[src/rtl/vline_move_ctrl.sv]
// Vertical-line motion sequencer: issues one-cycle LD/UP/DW commands to the
// line coordinate counter, bouncing between its limit flags with a dwell at each end.
module vline_move_ctrl #(
  parameter int FRAME_DIV    = 1,
  parameter int PAUSE_FRAMES = 30
) (
  input  logic       clk,
  input  logic       reset,
  input  logic       frame_tick,
  input  logic       go,
  input  logic       load_req,
  input  logic       at_max,
  input  logic       at_min,
  output logic       UP,
  output logic       DW,
  output logic       LD,
  output logic       dir,
  output logic [1:0] state,
  output logic [7:0] bounce_cnt
);

  localparam logic [1:0] IDLE  = 2'b00;
  localparam logic [1:0] LOAD  = 2'b01;
  localparam logic [1:0] MOVE  = 2'b10;
  localparam logic [1:0] DWELL = 2'b11;

  localparam logic [7:0] DIV_LAST = 8'(FRAME_DIV - 1);
  localparam logic [7:0] PAUSE    = 8'(PAUSE_FRAMES);

  logic [7:0] div;
  logic [7:0] dwell;
  logic       loaded;
  logic       step;
  logic       at_limit;

  always_comb begin
    step     = frame_tick && (div == DIV_LAST);
    // Only the flag facing the current direction matters.
    at_limit = dir ? at_min : at_max;
  end

  always_ff @(posedge clk) begin
    if (!reset) begin
      state      <= IDLE;
      UP         <= 1'b0;
      DW         <= 1'b0;
      LD         <= 1'b0;
      dir        <= 1'b0;
      bounce_cnt <= '0;
      div        <= '0;
      dwell      <= '0;
      loaded     <= 1'b0;
    end else begin
      UP <= 1'b0;
      DW <= 1'b0;
      LD <= 1'b0;
      if (state == LOAD) begin
        LD     <= 1'b1;
        loaded <= 1'b1;
        dir    <= 1'b0;
        div    <= '0;
        if (load_req)  state <= LOAD;
        else if (go)   state <= MOVE;
        else           state <= IDLE;
      end else if (load_req) begin
        state <= LOAD;
      end else begin
        case (state)
          IDLE: begin
            if (go) state <= loaded ? MOVE : LOAD;
          end
          MOVE: begin
            if (!go) begin
              state <= IDLE;
              div   <= '0;
            end else if (frame_tick) begin
              if (!step) begin
                div <= div + 8'd1;
              end else begin
                div <= '0;
                if (at_limit) begin
                  dir   <= ~dir;
                  dwell <= PAUSE;
                  state <= DWELL;
                  if (bounce_cnt != '1) bounce_cnt <= bounce_cnt + 8'd1;
                end else if (dir) begin
                  DW <= 1'b1;
                end else begin
                  UP <= 1'b1;
                end
              end
            end
          end
          DWELL: begin
            if (!go) begin
              state <= IDLE;
              dwell <= '0;
            end else if (dwell == '0) begin
              state <= MOVE;
              div   <= '0;
            end else if (frame_tick) begin
              dwell <= dwell - 8'd1;
            end
          end
          default: ;
        endcase
      end
    end
  end

endmodule

[config.mk]
export PLATFORM = sky130hd
export DESIGN_NAME = vline_move_ctrl
export DESIGN_NICKNAME = d
export VERILOG_FILES = /design/src/rtl/vline_move_ctrl.sv
export SDC_FILE = /design/constraint.sdc
export NUM_CORES = 1
export LEC_CHECK = 0
export BUFFER_PORTS_ARGS = -buffer_cell sky130_fd_sc_hd__buf_2
export CAP_MARGIN = 20
export CORE_MARGIN = 5
export CORE_UTILIZATION = 50
export CTS_CLUSTER_SIZE = 24
export DETAILED_ROUTE_END_ITERATION = 6
export MAX_ROUTING_LAYER = met4
export PLACE_DENSITY = 0.81
export SETUP_SLACK_MARGIN = 0.02
export SLEW_MARGIN = 5
export SYNTH_ARGS = -nofsm -noshare
export SYNTH_HDL_FRONTEND = slang
export SYNTH_SLANG_ARGS = --single-unit
export TNS_END_PERCENT = 5
[constraint.sdc]
create_clock -name clk -period 2.2 [get_ports clk]
set_clock_uncertainty 0.15 [all_clocks]
set_input_delay 0.11 -clock clk [delete_from_list [all_inputs] [get_ports clk]]
set_output_delay 0.11 -clock clk [all_outputs]
set_load 0.005 [all_outputs]
Yosys cells after proc, flatten, opt, wreduce, memory -nomap -nowiden
Cells that the tools add are included.
{"block": "totals", "out_inout_bits": 14, "elab_cells": 82, "ff_bits": 31, "input_bits": 7}
{"block": "classes", "muxes": 31, "bitwise_logic": 8, "n_reduce_logical": 13, "eq_ne": 18, "addsub": 3}
{"op": "two-way mux 8 bit", "n": 12}
{"op": "case mux 8 bit (2 select lines)", "n": 2}
{"op": "two-way mux 2 bit", "n": 12}
{"op": "!= test 5 bit, second input constant", "n": 4}
{"op": "adder 8 x 1 -> 8 bit, second input constant", "n": 2}
{"op": "logical NOT 8 bit", "n": 2}
{"op": "!= test 2 bit, second input constant", "n": 6}
{"op": "AND reduction 6 bit", "n": 2}
{"op": "!= test 3 bit, second input constant", "n": 3}
{"op": "AND reduction 9 bit", "n": 1}
{"op": "!= test 8 bit, second input constant", "n": 1}
{"op": "NOT 1 bit", "n": 8}
{"op": "AND reduction 8 bit", "n": 1}
{"op": "OR reduction 8 bit", "n": 1}
{"op": "subtractor 8 x 1 -> 8 bit, second input constant", "n": 1}
{"op": "case mux 2 bit (3 select lines)", "n": 1}
{"op": "AND reduction 5 bit", "n": 1}
{"op": "nonzero test 5 bit", "n": 1}
{"op": "== test 2 bit, second input constant", "n": 2}
{"op": "two-way mux 1 bit", "n": 4}
{"op": "!= test 4 bit, second input constant", "n": 1}
{"op": "== test 2 x 1 -> 1 bit, second input constant", "n": 1}
{"op": "logical NOT 2 bit", "n": 1}
{"op": "nonzero test 2 bit", "n": 1}
{"op": "other kinds (2)", "n": 2}

Logic depth before layout (Yosys ltp)
Gate-level depths: netlist (run 1).
{"block": "depth", "word_depth": 8, "ltp_mapped": 9, "depth_no_buf": 7}

Worst setup path before layout (run 1)
No wires, ideal clock.
{"block": "synth_path", "path_kind": "reg2reg", "start": "register dwell[0]", "end": "register div[7]", "path_stages_with_launch": 8, "t_required_ns": 1.978, "setup_slack_ns": -0.173, "setup_ns": 0.072, "synth_period_minus_slack_ns": 2.373, "path_buffers": 0, "arrival_ns": 2.151, "cell_sequence": "dfxtp_1 -> inv_1 -> ha_1 -> or3b_2 -> a2111oi_4 -> o211ai_2 -> or4_1 -> a21oi_1"}
{"block": "synth_between", "elab_chain_len": 3}
{"item": "from (decl)", "line_no": "31", "source": "logic [7:0] dwell;"}
{"item": "from (signal assigned)", "line_no": "102", "source": "dwell <= dwell - 8'd1;"}
{"item": "logical NOT 8 bit", "line_no": "98", "source": "end else if (dwell == '0) begin"}
{"item": "!= test 2 bit (no source line)"}
{"item": "AND reduction 5 bit (no source line)"}
{"item": "to (signal assigned)", "line_no": "78", "source": "div <= div + 8'd1;"}
{"item": "to (decl)", "line_no": "30", "source": "logic [7:0] div;"}
Every way passes these cells.
A chain may end at the register's enable or synchronous reset.

Worst setup path after layout (run 1)
{"block": "layout_path", "start": "register dwell[4]", "end": "register div[7]"}
The elaborated chain is that of the path after synthesis.

==> flow_metrics.env, run 1 <==
export IMPL_min_path_type="input port to register"
export IMPL_dr_pass1_iters=5
export IMPL_die_w_um=70.4
export IMPL_worstPathMaxFanout=2
export IMPL_worstPathArrival_ns=2.36
export IMPL_hold_end="dwell[2]"
export IMPL_period_share_pct=104
export IMPL_relSlewSlack_pct=74.4
export IMPL_clockRootBuffer="clkbuf_8"
export IMPL_antenna_left=0
export IMPL_row_count=22
export IMPL_setup_viol=7
export IMPL_crit_path_end_kind="register"
export IMPL_coreArea_um2=3610
export IMPL_violations="setup timing"
export IMPL_drt_iter0_drc=117
export IMPL_dp_cells=306
export IMPL_synth_flop_cell="dfxtp_1"
export IMPL_syn_num_nets=234
export IMPL_stdcell_count=319
export IMPL_outcome="finished with violations"
export IMPL_cts_buffers=5
export IMPL_grt_overflow=0
export IMPL_boundaryPins=21
export IMPL_synth_seq_area_share_pct=34.0
export IMPL_fmax_mhz=438
export IMPL_area_delta_synth_final_pct=28.2
export IMPL_drt_vias_per_instance=5.72
export IMPL_slew_violations=0
export IMPL_worst_slack_ns=-0.0849
export IMPL_antenna_found_initial=0
export IMPL_p_leak_nw=0.974
export IMPL_synth_seq_cells=31
export IMPL_rsz0062_at_grt="true"
export IMPL_clock_sinks=31
export IMPL_synthArstFlopShare_pct=0
export IMPL_ff2ff_path_depth=6
export IMPL_hp_start="reset"
export IMPL_synth_edff_count=0
export IMPL_syn_area_um2=1820
export IMPL_rrSetupSlack_ns=-0.08
export IMPL_die_area_um2=4950
export IMPL_syn_avg_cell_area_um2=8.36
export IMPL_grt_use_total_pct=19.2
export IMPL_finalHoldViolations=0
export IMPL_clockBufferDepth=2
export IMPL_htree_levels=2
export IMPL_port_buffers=20
export IMPL_nets=288
export IMPL_grt_pass1_vias=1674
export IMPL_drive_gt1_share_pct=29.9
export IMPL_dp_final_hpwl_um=3120
export IMPL_cts_tree="done"
export IMPL_period_minus_slack_ns=2.28
export IMPL_start_util_pct=50.6
export IMPL_wire_per_inst_um=14.2
export IMPL_yosysUniqueCellTypes=51
export IMPL_gp_congestion=0.908
export IMPL_cap_violations=0
export IMPL_vias=1824
export IMPL_holdWs_ns=0.0381
export IMPL_worst_pin_slew_ns=0.381
export IMPL_holdPathStages=3
export IMPL_drt_total_wl_um=4550
export IMPL_clkTransAtPathRegs_ns=0.06
export IMPL_synthCells=218
export IMPL_r2r_start="dwell[4]"
export IMPL_power_density_nw_per_um2=711
export IMPL_remaining_drc_errors=0
export IMPL_yosys_warnings=0
export IMPL_crit_type="register to register"
export IMPL_reg2reg_to="div[7]"
export IMPL_grt_max_degree=18
export IMPL_antennaDiodeCount=0
export IMPL_die_h_um=70.4
export IMPL_n_fill_cell=303
export IMPL_clk_latency_ns=0.28
export IMPL_grt_pass1_wl_um=7550
export IMPL_critPathRequiredTime_ns=2.27
export IMPL_start_kind="register"
export IMPL_irDropWorstVdd_uv=360
[where the power goes]
group | total (mW) | switching, mW | internal (mW)
clock network | 0.406 | 0.196 | 0.210
logic | 0.634 | 0.329 | 0.305
registers | 0.622 | 0.0225 | 0.600
[how the worst max path moves through the flow]
stage / start / slack, ns / endpoint
2_1_floorplan: dwell[0] / -0.08 / div[2]
3_5_place_dp: dwell[0] / -0.13 / div[2]
6_report: dwell[4] / -0.08 / div[7]
3_3_place_gp: dwell[0] / -0.04 / div[2]
4_1_cts: dwell[4] / -0.09 / div[7]
5_1_grt: dwell[1] / -0.19 / div[2]
[registers in the layout, indices dropped and copies added (netlist names), 2 cells and up]
name        flops
bounce_cnt      8
div             8
dwell           8
state           2
[cells by family after synthesis]
logic type	synth area share (%)
simple gates	26.3
compound gates	20.0
flops	34.0
buf+inv	6.93
xor+xnor	4.32
fa+ha+maj	6.18
mux	2.26
[per-stage QoR]
step | utilization, % | cell area (um^2) | setup slack [ns] | total power [mW] | TNS (ns)
2_1_floorplan | - | 1830 | -0.0811 | 0.996 | -0.392
3_3_place_gp | 59.5 | 2150 | -0.0423 | 1.20 | -0.0497
3_5_place_dp | 59.5 | 2150 | -0.129 | 1.21 | -0.241
4_1_cts | 63.7 | 2300 | -0.0860 | 1.64 | -0.216
5_1_grt | 64.8 | 2340 | -0.190 | 1.76 | -1.16
6_report | 64.8 | 2340 | -0.0849 | 1.66 | -0.261
[synth_stat cells, types with 2 or more instances]
cell type / n / area (um^2)
clkbuf_1: 5 / 18.8
o31ai_1: 3 / 22.5
mux2i_1: 3 / 30.0
a211oi_1: 4 / 30.0
nor4_1: 3 / 18.8
o2111ai_1: 3 / 26.3
nand3_1: 6 / 30.0
nor2_1: 21 / 78.8
or4_1: 3 / 22.5
and2_1: 3 / 18.8
nor3_1: 7 / 35.0
a211o_1: 3 / 26.3
ha_1: 9 / 113
o32ai_1: 3 / 26.3
or3_1: 7 / 43.8
clkbuf_8: 2 / 27.5
nand2_1: 16 / 60.1
dfxtp_1: 31 / 621
o211ai_1: 2 / 15.0
o21ai_0: 6 / 30.0
xor2_1: 3 / 26.3
inv_1: 16 / 60.1
and3_1: 5 / 31.3
nand4_1: 3 / 18.8
nor4bb_1: 2 / 20.0
a21oi_1: 17 / 85.1
xnor2_1: 6 / 52.6
nand2b_1: 3 / 18.8
[routing by layer]
metal | global-route usage (%) | part of all wire, % | up-vias
met2 | 30.6 | 49 | 71
met5 | - | 0 | -
met3 | 4.46 | 6.8 | 11
met4 | 7.02 | 2.1 | 0
li1 | - | - | 891
met1 | 23.7 | 42 | 851
[layout make-up]
type,instances,area [um^2],area share [%]
Tap cell,48,60.1,2.57
Inverter,17,63.8,2.73
Sequential cell,31,623,26.7
Multi-Input combinational cell,161,1140,48.8
Timing Repair Buffer,56,378,16.2
Clock buffer,6,72.6,3.10
[critical path, stage by stage (launching register included)]
cell       delay (ns)
dfxtp_1          0.31
or4_4            0.56
a2111oi_4        0.38
buf_4            0.18
o211ai_2         0.09
or4_1            0.40
a21oi_1          0.14
[timing repair]
action,CTS,global route
pin swaps,8,4
resized for setup,5,10
hold buffers,3,0
buffers inserted,4,0
endpoints found under the hold margin,3,0
endpoints found under the setup margin,9,20
[layout by cell type (no fill, tap or decap), types with 4 or more instances in the layout]
cell / n
and3_1: 5
nand3_1: 6
dfxtp_1: 29
a21oi_1: 15
inv_1: 13
o21ai_0: 5
ha_1: 8
nor2_1: 21
xnor2_1: 6
buf_4: 33
or3_1: 7
nor3_1: 7
buf_2: 20
a211oi_1: 4
clkbuf_8: 5
nand2_1: 16
Note: power is estimated with default switching activity, not from simulation.
==> run 2, diff against run 1 <==
--- a/config.mk
+++ b/config.mk
@@ -7,12 +7,12 @@
 export LEC_CHECK = 0
 export BUFFER_PORTS_ARGS = -buffer_cell sky130_fd_sc_hd__buf_2
 export CAP_MARGIN = 20
+export CORE_ASPECT_RATIO = 2
 export CORE_MARGIN = 5
-export CORE_UTILIZATION = 50
+export CORE_UTILIZATION = 30
 export CTS_CLUSTER_SIZE = 24
 export DETAILED_ROUTE_END_ITERATION = 6
 export MAX_ROUTING_LAYER = met4
-export PLACE_DENSITY = 0.81
 export SETUP_SLACK_MARGIN = 0.02
 export SLEW_MARGIN = 5
 export SYNTH_ARGS = -nofsm -noshare
==> run 2 against run 1 <==
Critical path depth grew 2. Non-clock buffer count unchanged. Clock power rose by 68%. The run still ends with setup timing left. Design area is 4.8% higher. Global-route usage decreased by 4.6 points. Critical endpoint unchanged. Die area is 58% higher. First-iteration DRC count fell by 68%. Fmax is 0.24% higher. Routed wire length increased by 9.8%.
==> flow_metrics.env, run 2 (synthesis results as in run 1) <==
export IMPL_fmax_mhz=439
export IMPL_p_leak_nw=1.01
export IMPL_port_buffers=20
export IMPL_area_delta_synth_final_pct=34.3
export IMPL_row_count=40
export IMPL_violations="setup timing"
export IMPL_wire_per_inst_um=14.8
export IMPL_setup_viol=2
export IMPL_critPathRequiredTime_ns=2.27
export IMPL_clkTransAtPathRegs_ns=0.05
export IMPL_dr_pass1_iters=4
export IMPL_cp_slowest_cell="or4_4"
export IMPL_p_seq_share_pct=32.2
export IMPL_nets=288
export IMPL_drt_iter0_drc=37
export IMPL_crit_type="register to register"
export IMPL_outcome="finished with violations"
export IMPL_worst_path_buf_inv=2
export IMPL_start_util_pct=30.6
export IMPL_worstPathMaxFanout=3
export IMPL_dp_final_hpwl_um=3830
export IMPL_top_regs="bounce_cnt (8), div (8), dwell (8)"
export IMPL_clockRootBuffer="clkbuf_16"
export IMPL_p_sw_share_pct=32.6
export IMPL_antenna_left=0
export IMPL_power_density_nw_per_um2=796
export IMPL_cts_buffers=5
export IMPL_crit_path_end_kind="register"
export IMPL_worst_slack_ns=-0.0794
export IMPL_die_area_um2=7830
export IMPL_antennaDiodeCount=0
export IMPL_critPathMaxStageDelay_ns=0.42
export IMPL_p_sw_mw=0.636
export IMPL_drive_gt1_share_pct=32.6
export IMPL_final_cell_mix="buf_4, dfxtp_1, nor2_1"
export IMPL_coreArea_um2=5960
export IMPL_antenna_found_initial=0
export IMPL_cap_violations=0
export IMPL_p_int_mw=1.31
export IMPL_remaining_drc_errors=0
export IMPL_htree_levels=2
export IMPL_grt_use_total_pct=14.7
export IMPL_power_share_combinational_pct=32.8
export IMPL_clk_latency_ns=0.29
export IMPL_rsz0062_at_grt="true"
export IMPL_cts_tree="done"
export IMPL_die_w_um=65.1
export IMPL_worstPathArrival_ns=2.35
export IMPL_die_h_um=120
export IMPL_drt_total_wl_um=4990
export IMPL_crit_family="simple AND/OR/NAND/NOR gates"
export IMPL_period_minus_slack_ns=2.28
export IMPL_slew_violations=0
export IMPL_grt_pass1_wl_um=8430
export IMPL_min_path_type="input port to register"
export IMPL_boundaryPins=21
export IMPL_finalHoldViolations=0
export IMPL_grt_pass1_vias=1888
export IMPL_clock_sinks=31
export IMPL_postPlaceCellArea_um2=2200
export IMPL_grt_max_degree=18
export IMPL_total_power_mw=1.95
export IMPL_relSlewSlack_pct=72.0
export IMPL_irDropWorstVdd_uv=531
export IMPL_pwr_share_clk_pct=35.0
export IMPL_design_area_um2=2450
export IMPL_drt_vias_per_instance=5.41
export IMPL_n_fill_cell=611
export IMPL_start_kind="register"
export IMPL_path_cells="inv_2 -> ha_4 -> or3b_4 -> a2111oi_4 -> buf_4 -> o211ai_2 -> or4_4 -> a21oi_2"
export IMPL_grt_overflow=0
export IMPL_vias=1819
export IMPL_gp_congestion=0.892
export IMPL_period_share_pct=104
export IMPL_final_common_cell="buf_4"
export IMPL_clockBufferDepth=2
export IMPL_final_util_pct=41.1
export IMPL_worst_pin_slew_ns=0.420
run 2: metal layers:
| layer | global-route usage [%] | share of wire [%] |
|---|---|---|
| met3 | 2.79 | 1.9 |
| met5 | - | 0 |
| met4 | 12.9 | 6.9 |
| met1 | 11.7 | 34 |
| met2 | 27.1 | 57 |
run 2: worst paths after layout:
path                  from            end  slack [ns]  cells after the start
max               dwell[0]         div[7]       -0.08                      8
min                  reset  bounce_cnt[3]        0.03                      3
max reg2reg       dwell[0]         div[7]       -0.08                      8
min reg2reg  bounce_cnt[6]  bounce_cnt[6]        0.34                      2
run 2: layout make-up:
class,instances,area [um^2],share of cell area (%)
clock buffer,5,125,5.11
clock inverter,3,20.0,0.818
inverter,17,63.8,2.61
multi-input combinational,161,1160,47.4
sequential,31,624,25.5
tap,63,78.8,3.22
timing repair buffer,56,375,15.3
run 2: timing repair:
action	in CTS	in global routing
gates cloned	0	0
hold endpoints to repair	2	0
pin swaps	2	8
hold buffers	2	0
setup buffers	0	1
resized for setup	4	17
setup endpoints to repair	11	22
run 2: power groups by stage:
| stage | combinational (mW) | sequential, mW | clock, mW |
|---|---|---|---|
| 2_1_floorplan | 0.353 | 0.642 | 0 |
| 3_3_place_gp | 0.586 | 0.636 | 0 |
| 3_5_place_dp | 0.587 | 0.637 | 0 |
| 4_1_cts | 0.598 | 0.625 | 0.706 |
| 5_1_grt | 0.713 | 0.633 | 0.735 |
| 6_report | 0.639 | 0.628 | 0.682 |
run 2: worst reg2reg max path: stages (launching register included):
cell and delay, ns:
dfxtp_2 0.32, inv_2 0.07, ha_4 0.13, or3b_4 0.39, a2111oi_4 0.31, buf_4 0.19
o211ai_2 0.10, or4_4 0.42, a21oi_2 0.14
run 2: per-stage QoR:
| step | instances | TNS [ns] | setup slack (ns) | hold WS (ns) |
|---|---|---|---|---|
| after floorplan | 218 | -0.392 | -0.0811 | 0.0361 |
| after global placement | 325 | -0.126 | -0.0664 | 0.137 |
| after detailed placement | 325 | -0.185 | -0.0910 | 0.146 |
| after CTS | 335 | -0.0634 | -0.0335 | 0.0151 |
| after global routing | 336 | -0.697 | -0.151 | 0.0464 |
| final | 336 | -0.116 | -0.0794 | 0.0302 |
==> run 3, diff against run 2 <==
--- a/config.mk
+++ b/config.mk
@@ -5,13 +5,14 @@
 export SDC_FILE = /design/constraint.sdc
 export NUM_CORES = 1
 export LEC_CHECK = 0
-export BUFFER_PORTS_ARGS = -buffer_cell sky130_fd_sc_hd__buf_2
+export BUFFER_PORTS_ARGS = -buffer_cell sky130_fd_sc_hd__buf_4
 export CAP_MARGIN = 20
 export CORE_ASPECT_RATIO = 2
 export CORE_MARGIN = 5
 export CORE_UTILIZATION = 30
 export CTS_CLUSTER_SIZE = 24
 export DETAILED_ROUTE_END_ITERATION = 6
+export HOLD_SLACK_MARGIN = 0.15
 export MAX_ROUTING_LAYER = met4
 export SETUP_SLACK_MARGIN = 0.02
 export SLEW_MARGIN = 5
==> constraint.sdc (replaced) <==
create_clock -name clk -period 2.8 [get_ports clk]
set_clock_uncertainty 0.15 [all_clocks]
set_input_delay 0.14 -clock clk [delete_from_list [all_inputs] [get_ports clk]]
set_output_delay 0.14 -clock clk [all_outputs]
set_load 0.005 [all_outputs]
==> run 3 against run 2 <==
The run now ends clean. Die area unchanged. Design area down 7.2%. Combinational power down 38%. Fmax down 12%. Sequential power down 21%. Via count down 5.8%. Critical path depth down 1. Clock power down 15%. Flip-flop and latch count unchanged. Global-route usage down 1.3 points.
==> flow_metrics.env, run 3 (synthesis results as in run 1) <==
export IMPL_min_path_type="register to register"
export IMPL_crit_type="register to register"
export IMPL_drive_gt1_share_pct=17.9
export IMPL_drt_iter0_drc=24
export IMPL_setup_viol=0
export IMPL_p_sw_share_pct=30.7
export IMPL_final_common_cell="dfxtp_1"
export IMPL_coreArea_um2=5960
export IMPL_gp_congestion=0.820
export IMPL_htree_levels=2
export IMPL_clockBufferDepth=2
export IMPL_worstPathMaxFanout=7
export IMPL_cts_tree="done"
export IMPL_crit_family="simple AND/OR/NAND/NOR gates"
export IMPL_start_util_pct=30.6
export IMPL_vias=1714
export IMPL_nets=266
export IMPL_cts_resized=0
export IMPL_worst_pin_slew_ns=0.730
export IMPL_antenna_found_initial=0
export IMPL_n_fill_cell=599
export IMPL_dp_cells=299
export IMPL_finalHoldViolations=0
export IMPL_final_util_pct=38.2
export IMPL_die_area_um2=7830
export IMPL_power_share_combinational_pct=27.0
export IMPL_boundaryPins=21
export IMPL_antenna_left=0
export IMPL_power_density_nw_per_um2=649
export IMPL_postCtsHoldBufs=7
export IMPL_cp_slowest_cell="or3b_2"
export IMPL_clkTransAtPathRegs_ns=0.05
export IMPL_worst_path_buf_inv=1
export IMPL_relSlewSlack_pct=50.9
export IMPL_cts_buffers=5
export IMPL_wire_per_inst_um=14.7
export IMPL_total_power_mw=1.47
export IMPL_setup_tns_ns=0
export IMPL_critPathRequiredTime_ns=2.86
export IMPL_grt_overflow=0
export IMPL_clk_latency_ns=0.28
export IMPL_slew_violations=0
export IMPL_drt_total_wl_um=4620
export IMPL_cts_setup_buffers=0
export IMPL_outcome="finished, final reports clean"
export IMPL_path_cells="inv_1 -> ha_1 -> or3b_2 -> a2111oi_4 -> o21bai_1 -> or4_1 -> a21oi_1"
export IMPL_cap_violations=0
export IMPL_dr_pass1_iters=4
export IMPL_crit_path_end_kind="register"
export IMPL_area_delta_synth_final_pct=24.6
export IMPL_start_kind="register"
export IMPL_drt_vias_per_instance=5.46
export IMPL_p_leak_nw=0.906
export IMPL_period_minus_slack_ns=2.59
export IMPL_port_buffers=20
export IMPL_irDropWorstVdd_uv=511
export IMPL_grt_max_degree=18
export IMPL_p_int_mw=1.02
export IMPL_die_h_um=120
export IMPL_pwr_share_clk_pct=39.1
export IMPL_p_sw_mw=0.453
export IMPL_grt_pass1_wl_um=7860
export IMPL_worstPathArrival_ns=2.66
export IMPL_p_seq_share_pct=33.8
export IMPL_grt_pass1_vias=1741
export IMPL_period_share_pct=92.6
export IMPL_grt_use_total_pct=13.4
export IMPL_die_w_um=65.1
export IMPL_dp_final_hpwl_um=3590
export IMPL_clock_sinks=31
export IMPL_stdcell_count=314
export IMPL_fmax_mhz=386
export IMPL_remaining_drc_errors=0
export IMPL_clockRootBuffer="clkbuf_16"
export IMPL_critPathMaxStageDelay_ns=0.49
export IMPL_rsz0062_at_grt="false"
export IMPL_antennaDiodeCount=0
export IMPL_final_cell_mix="dfxtp_1, buf_4, nor2_1"
export IMPL_row_count=40
export IMPL_top_regs="bounce_cnt (8), div (8), dwell (8)"
export IMPL_holdWs_ns=0.344
## run 3: cell types whose count changed in the layout (fill, tap and decap cells not counted), sizes merged
cell,delta
buf,-27
clkinvlp,-1
clkbuf,+2
dlygate4sd3,+5
clkinv,-1
## run 3: worst reg2reg max path, stage by stage (launching register included)
cell	delay, ns
dfxtp_1	0.34
inv_1	0.09
ha_1	0.17
or3b_2	0.49
a2111oi_4	0.46
o21bai_1	0.24
or4_1	0.43
a21oi_1	0.16
## run 3: final cells by class
type	count	area, um^2	area share [%]
multi-input cells	161	1080	47.4
flip-flops and latches	31	621	27.3
repair buffers	34	273	12.0
clock buffers	7	153	6.72
well taps	63	78.8	3.47
inverters	17	63.8	2.81
clock inverters	1	7.51	0.330
## run 3: path summary, 6_finish.rpt
kind	start	slack (ns)	endpoint	depth (start not counted)
max	dwell[0]	0.21	div[2]	7
min	div[7]	0.34	div[7]	2
min reg2reg	div[7]	0.34	div[7]	2
max reg2reg	dwell[0]	0.21	div[2]	7
## run 3: power by group through the flow
stage	Combinational, mW	Sequential, mW	Clock [mW]
floorplan	0.273	0.504	0
global placement	0.392	0.508	0
detailed placement	0.398	0.508	0
CTS	0.405	0.499	0.590
global route	0.447	0.503	0.602
finish	0.399	0.499	0.577
## run 3: routing by layer
metal	share of wire, %	global-route usage, %	wire (um)
met1	34	10.8	1550
met2	58	25.2	2660
met3	2.7	2.70	124
met4	6.0	10.1	279
met5	0	-	0
## run 3: through the flow
| stage | setup slack (ns) | area (um^2) |
|---|---|---|
| 2_1_floorplan | 0.427 | 1820 |
| 6_report | 0.206 | 2270 |
| 3_5_place_dp | 0.217 | 2040 |
| 5_1_grt | 0.0223 | 2270 |
| 4_1_cts | 0.199 | 2270 |
| 3_3_place_gp | 0.282 | 2040 |
